==> config.mk <==
export PLATFORM = sky130hd
export DESIGN_NAME = bit_sync_rx
export DESIGN_NICKNAME = d
export VERILOG_FILES = /design/src/rtl/cdc_pkg.sv /design/src/rtl/bit_sync_chain.sv /design/src/rtl/bit_sync_rx.sv
export SDC_FILE = /design/constraint.sdc
export NUM_CORES = 1
export LEC_CHECK = 0
export ABC_AREA = 1
export CAP_MARGIN = 20
export CORE_ASPECT_RATIO = 1.25
export CORE_MARGIN = 8
export CORE_UTILIZATION = 50
export CTS_BUF_LIST = sky130_fd_sc_hd__clkbuf_4 sky130_fd_sc_hd__clkbuf_8
export DETAILED_ROUTE_END_ITERATION = 12
export HOLD_SLACK_MARGIN = 0.12
export PLACE_DENSITY = 0.89
export SYNTH_ARGS = -nofsm -noshare
export SYNTH_HDL_FRONTEND = slang
export SYNTH_HIERARCHICAL = 1
export SYNTH_SLANG_ARGS = --single-unit
==> constraint.sdc <==
create_clock -name clk -period 1.65 [get_ports clk]
set_input_delay 0.33 -clock clk [delete_from_list [all_inputs] [get_ports clk]]
set_output_delay 0.33 -clock clk [all_outputs]
set_load 0.005 [all_outputs]
==> src/rtl/cdc_pkg.sv <==
// Shared types and helpers for the single-bit clock-domain-crossing receivers.
package cdc_pkg;

  typedef enum logic {
    IDLE = 1'b0,
    QUAL = 1'b1
  } bit_sync_state_t;

  // Ceiling log2 usable in constant expressions for counter sizing.
  function automatic int clog2(input int value);
    int r;
    int v;
    r = 0;
    v = value - 1;
    while (v > 0) begin
      r = r + 1;
      v = v >> 1;
    end
    return r;
  endfunction

endpackage

==> src/rtl/bit_sync_chain.sv <==
// Plain N-flop synchronizer: no logic between stages so the metastability
// settling window of each flop is a full clock period.
module bit_sync_chain #(
  parameter int   SYNC_STAGES = 2,
  parameter logic INIT        = 1'b0
) (
  input  logic clk,
  input  logic rst,
  input  logic d,
  output logic q
);

  (* ASYNC_REG = "TRUE", DONT_TOUCH = "TRUE", SHREG_EXTRACT = "NO" *)
  logic [SYNC_STAGES-1:0] s;

  always_ff @(posedge clk) begin
    if (rst) begin
      s <= {SYNC_STAGES{INIT}};
    end else begin
      s <= {s[SYNC_STAGES-2:0], d};
    end
  end

  assign q = s[SYNC_STAGES-1];

endmodule

==> src/rtl/bit_sync_rx.sv <==
// Receive side of a single-bit crossing: synchronizer, stability filter,
// edge pulses and a saturating count of rejected (too short) changes.
module bit_sync_rx
  import cdc_pkg::*;
#(
  parameter int   SYNC_STAGES   = 2,
  parameter int   FILTER_CYCLES = 4,
  parameter logic INIT          = 1'b0,
  parameter int   GLITCH_W      = 8
) (
  input  logic                clk,
  input  logic                rst,
  input  logic                async_in,
  input  logic                glitch_clr,
  output logic                sync_out,
  output logic                rise_pulse,
  output logic                fall_pulse,
  output logic                change_pulse,
  output logic                stable,
  output logic [GLITCH_W-1:0] glitch_cnt
);

  localparam int CNT_W = clog2(FILTER_CYCLES) + 1;
  localparam logic [CNT_W-1:0] CNT_LAST = CNT_W'(FILTER_CYCLES - 1);
  localparam logic [CNT_W-1:0] CNT_ONE  = CNT_W'(1);

  logic            cand;
  bit_sync_state_t state;
  logic [CNT_W-1:0] cnt;
  logic            differs;
  logic            resolved;
  logic            reject;

  bit_sync_chain #(
    .SYNC_STAGES(SYNC_STAGES),
    .INIT       (INIT)
  ) u_chain (
    .clk(clk),
    .rst(rst),
    .d  (async_in),
    .q  (cand)
  );

  // An unknown candidate counts as "differs" but may only be accepted once it
  // has resolved to the opposite of the current level.
  assign differs  = (cand !== sync_out);
  assign resolved = (cand === ~sync_out);
  assign reject   = (state == QUAL) && !differs;

  always_ff @(posedge clk) begin
    if (rst) begin
      sync_out   <= INIT;
      rise_pulse <= 1'b0;
      fall_pulse <= 1'b0;
      glitch_cnt <= '0;
      cnt        <= '0;
      state      <= IDLE;
    end else begin
      rise_pulse <= 1'b0;
      fall_pulse <= 1'b0;

      if (glitch_clr) begin
        glitch_cnt <= '0;
      end else if (reject && (glitch_cnt != {GLITCH_W{1'b1}})) begin
        glitch_cnt <= glitch_cnt + 1'b1;
      end

      case (state)
        IDLE: begin
          if (differs) begin
            if (FILTER_CYCLES == 1) begin
              if (resolved) begin
                sync_out   <= cand;
                rise_pulse <= cand;
                fall_pulse <= ~cand;
              end
            end else begin
              cnt   <= CNT_ONE;
              state <= QUAL;
            end
          end
        end
        QUAL: begin
          if (!differs) begin
            cnt   <= '0;
            state <= IDLE;
          end else if (cnt == CNT_LAST) begin
            // Hold at the final count while the candidate is still unknown.
            if (resolved) begin
              sync_out   <= cand;
              rise_pulse <= cand;
              fall_pulse <= ~cand;
              cnt        <= '0;
              state      <= IDLE;
            end
          end else begin
            cnt <= cnt + 1'b1;
          end
        end
        default: begin
          cnt   <= '0;
          state <= IDLE;
        end
      endcase
    end
  end

  assign change_pulse = rise_pulse | fall_pulse;
  assign stable       = (state == IDLE);

endmodule

; ---- After elaboration in Yosys (flattened, before gate mapping)
; Cells that the tools add are included.
; Widths: inputs -> output; s select.
[totals]
input_bits = 4
elab_cells = 39
out_inout_bits = 13
reg_bits = 17
[classes]
n_addsub = 2
bitwise = 7
reduce_logical = 7
n_mux = 10
eq_ne = 6
[op_table]
columns = op, n
row1 = $mux 3, 4
row2 = $add 8x1->8 const B, 1
row3 = $ne 8x8->1 const B, 1
row4 = $not 1->1, 6
row5 = $pmux 3 s2, 1
row6 = $reduce_or 5->1, 1
row7 = $mux 1, 4
row8 = $ne 4x4->1 const B, 1
row9 = $reduce_and 4->1, 1
row10 = $add 3x1->3 const B, 1
row11 = $eq 3x2->1 const B, 1
row12 = $logic_and 1x1->1, 2
row13 = $ne 2x1->1 const B, 1
row14 = $pmux 1 s2, 1
row15 = $reduce_and 2->1, 1
row16 = $reduce_or 2->1, 1
row17 = $eqx 1x1->1, 1
row18 = $logic_not 1->1, 1
row19 = $nex 1x1->1, 1
row20 = $or 1x1->1, 1

; ---- Logic depth before layout (Yosys ltp)
[logic_depth]
ltp_word = 6
mapped_depth = 8
ltp_nobuf = 8

; ---- Modules after synthesis
; Netlist, hierarchy kept.
[modules_own_cells]
columns = mod, n_inst, cells_each, seq_area_each_um2, area_per_inst_um2
row1 = bit_sync_rx, 1, 107, 300.3, 788.3
row2 = bit_sync_chain, 1, 6, 40.0, 55.1

; ---- Least setup slack after synthesis
; No wires, ideal clock.
[synth_timing]
path_kind = register to register
startpoint = register glitch_cnt[0]
endpoint = register glitch_cnt[4]
arrival_ns = 1.111
slack_ns = 0.424
synth_period_minus_slack_ns = 1.226
path_buffers = 0
stages_incl_launch_ff = 7
required_ns = 1.535
setup_time_ns = 0.115
cell_sequence = dfxtp_1 ha_1 nand2_2 nor2_4 nand3_4 a21oi_1 nor2_1
[synth_between]
elab_chain_len = 2
word_cells_on_any_way = 3
classes_between = add/sub (1) / eq/ne (1) / reduce/logical (1)
[synth_lines]
columns = element, line
row1 = from (decl), bit_sync_rx.sv:20  ; output logic [GLITCH_W-1:0] glitch_cnt
row2 = from (signal assigned), bit_sync_rx.sv:65  ; glitch_cnt <= glitch_cnt + 1'b1;
row3 = "parallel branches: the longest is 2 deep, another holds $add 8x1->8", --
; Several ways; the timed one is not identified.
; A chain may end at the register's enable or synchronous reset.

; ---- Worst setup path in the final report
[layout_timing]
startpoint = register state
endpoint = output stable
[layout_between]
elab_chain_len = 1
[layout_lines]
columns = element, line
row1 = from (decl), bit_sync_rx.sv:28  ; bit_sync_state_t state;
row2 = from (signal assigned), bit_sync_rx.sv:57  ; state <= IDLE;
row3 = from (signal assigned), bit_sync_rx.sv:79  ; state <= QUAL;
row4 = from (signal assigned), bit_sync_rx.sv:86  ; state <= IDLE;
row5 = $not 1->1 (no line), --
row6 = to (decl), bit_sync_rx.sv:19  ; output logic stable,
; No other way between the ends.

==> metrics.md <==
| Metric | Value |
|---|---|
| R2r setup slk | ~260 ps |
| Area after DPL | 1041 um^2 |
| Fin nets | approximately 140 |
| All-layer global routing usage | between 10% and 20% |
| Syn_area_per_cell | around 7.5 um^2 |
| Fmax | between 600 and 700 MHz |
| CP bufs+invs | 2 |
| Clock buffer count from CTS | 3 |
| Tightest Pin Transition | 321.3 ps |
| Die X | 52.73 um |
| RR Endpoint | glitch_cnt[6] |
| Crit path max-delay cell type | dfxtp_1 |
| Clock latency on the worst-skew pair | just under 300 ps |
| Dpl ws | 249.8 ps |
| Final Max Slew Viols | 0 |
| Die span in y | roughly 62 um |
| Average vias per placed instance | ~5.2 |
| # clock sinks | 17 |
| Initial Utilization | approximately 53% |
| Antenna cell count | 0 |
| Io pins | 17 |
| Post-Syn Area | approximately 840 um^2 |
| Final TNS setup | 0 ps |
| Sequential share of the synthesized area | between 40% and 50% |
| Crit share post-route | between 90% and 100% |
| Worst hold path type | flip-flop to flip-flop |
| Router iterations before antenna repair | 4 |
| P per Cell Area | 634.9 nW/um^2 |
| Initial antenna violation count | 0 |
| Met3 usage | about 1.4% |
| Peak VDD IR | approximately 0.57 mV |
| GRT Max-Usage Layer | met2 |
| Min-delay src | u_chain/s[0] |
| Critical path, cell by cell | inv_2 -> clkdlybuf4s50_1 |
| CP Launch Type | flip-flop |
| Multi-input gate area | between 400 and 500 um^2 |
| Worst Skew | ~2.0 ps |
| Vias in the first global route | around 750 |
| Setup crit end kind | output pin |
| Total wire length | ~1.7 mm |
| Register Area | approximately 340 um^2 |
| Root buffer cell | clkbuf_4 |
| R2r startpoint | glitch_cnt[1] |
| Initial DRC count | 8 |
| PnR worst setup slack | around 61 ps |
| DRC | 0 |
| Met1 Track Usage GR | between 10% and 20% |
| Met2 usage | between 20% and 30% |
| Leakage | 0.0004028 uW |
| Netlist cell types | 23 |
| Arrival time worst endpoint | roughly 1300 ps |
| Syn Nets | around 120 |
| Max Root-Sink Buffers | 2 |
| FILL cells | between 100 and 150 |
| Seq cells post-synth | 17 |
| Core region area | ~1600 um^2 |
| Hold path endpoint | u_chain/s[1] |
| Max Cap Violations | 0 |
| Layout cells sized above 1 | roughly 17% |
| Routability cong. | between 0.7 and 0.8 |
| Area delta synth->final | 27.60% |
| Final HPWL from detailed placement | 1.353 mm |
| Slew margin rel. | between 70% and 80% |
| Antenna Violating Nets Remaining | 0 |
| Cts hold-fix bufs | 0 |
| Pin count of the biggest net entering global routing | 11 |
| Routed len/inst | 11.19 um |
| CTS tree | yes |
| Hold depth | 2 |
| CP top delay family | buffers and inverters |
| Reg2Reg Depth | 6 |
| Clk slew on worst S/H paths | roughly 100 ps |
| H-Tree Depth | 1 |
| Yosys Warn Count | 6 |
| RSZ-0062 raised after global routing | no |
| Crit path max fanout | 6 |
| Crit path kind | flip-flop to output pin |
| Die area | 3265 um^2 |
| First-pass GRT wire length | 2.801 mm |
| Vias after detailed routing | ~800 |
| Cells after Synth | between 100 and 150 |
| Final setup viols | 0 |
| Design Area, Final | 1076 um^2 |
| Final hold violation count | 0 |
| Run status | finished clean |
| Number of cell rows | 16 |
| WP data required | 1320 ps |
| Fin crit period | between 1500 and 2000 ps |
| Grt total ovfl | 0 |
| I/O Buffers | 16 |
| CP max stage delay | 460 ps |
## per-stage QoR
stage	power (uW)	instances	utilization (%)	hold slack, ps
3_3_place_gp	466.1	149	65.82	394.9
5_1_grt	705.0	154	68.04	454.1
2_1_floorplan	449.7	113	-	388.3
3_5_place_dp	467.5	149	65.82	404.5
4_1_cts	685.4	154	67.96	421.6
6_report	683.1	154	68.04	419.2
## worst max path at each step
stage / from / to / slack (ps) / cells after the start
after detailed placement: rst / glitch_cnt[3] / 250 / 4
final: state / stable / 60 / 2
after CTS: glitch_cnt[3] / glitch_cnt[3] / 40 / 1
after global routing: state / stable / 6 / 2
after floorplan: glitch_cnt[0] / glitch_cnt[4] / 420 / 6
after global placement: rst / glitch_cnt[1] / 300 / 4
## cell usage after synthesis (all sizes together)
| cell type | number | area, um^2 |
|---|---|---|
| nand2 | 29 | 133.9 |
| dfxtp | 17 | 340.3 |
| nor2 | 16 | 88.83 |
| inv | 15 | 56.31 |
| nand3 | 12 | 72.57 |
| a21oi | 11 | 58.81 |
| nand4 | 3 | 18.77 |
| ha | 2 | 25.02 |
| nor3 | 2 | 10.01 |
| o21ai | 2 | 10.00 |
| a211oi | 1 | 7.510 |
| nor4 | 1 | 6.260 |
| or2 | 1 | 6.260 |
| xor2 | 1 | 8.760 |
## logic make-up after synthesis
logic type                 synth area share, %
buffers and inverters                    6.677
xor gates and xnor gates                 1.039
AOI/OAI and AO/OA                        9.050
and+or+nand+nor                          39.91
DFF                                      40.36
adders and majority gates                2.967
## sequential cells by signal, summed over array words and instances (netlist names)
register and count:
cnt 3, fall_pulse 1, glitch_cnt 8, rise_pulse 1
state 1, sync_out 1, u_chain/s 2
## layer usage
| metal | up-vias | share of wire [%] |
|---|---|---|
| met5 | - | 0 |
| met4 | 0 | 3.1 |
| met3 | 7 | 4.1 |
| met2 | 17 | 52 |
| met1 | 368 | 40 |
| li1 | 411 | - |
## cell usage in the layout (no fill, tap or decap), types with 4 or more instances in the layout
cell type | netlist | final
dfxtp_1 | 17 | 16
a21oi_1 | 10 | 10
clkdlybuf4s50_1 | 0 | 15
nand2_2 | 4 | 4
nand3_1 | 11 | 11
nand2_1 | 23 | 23
nor2_1 | 12 | 12
inv_1 | 13 | 13
## where the power goes
part / switching (uW) / internal, uW
Combinational: 21.5 / 18.5
Clock: 134 / 90.3
Sequential: 4.06 / 415
## worst reg2reg max path: cells and delay by family, from the launching register on
family | cells | cell delay, ps
flops | 1 | 410
fa+ha+maj | 1 | 280
simple gates | 4 | 480
compound gates | 1 | 130
## cell type report
type	count	area share [%]
clock buffers	3	2.093
clock inverters	1	0.4651
inverters	15	5.233
multi-input cells	81	41.51
flip-flops and latches	17	31.74
well taps	18	2.093
repair buffers	19	16.86
## what timing repair did
item                                    in CTS  in global routing
buffers inserted                             1                  0
resized for setup                            1                  1
endpoints found under the setup margin       2                  1
No activity file was read; power rests on OpenSTA's default activity.
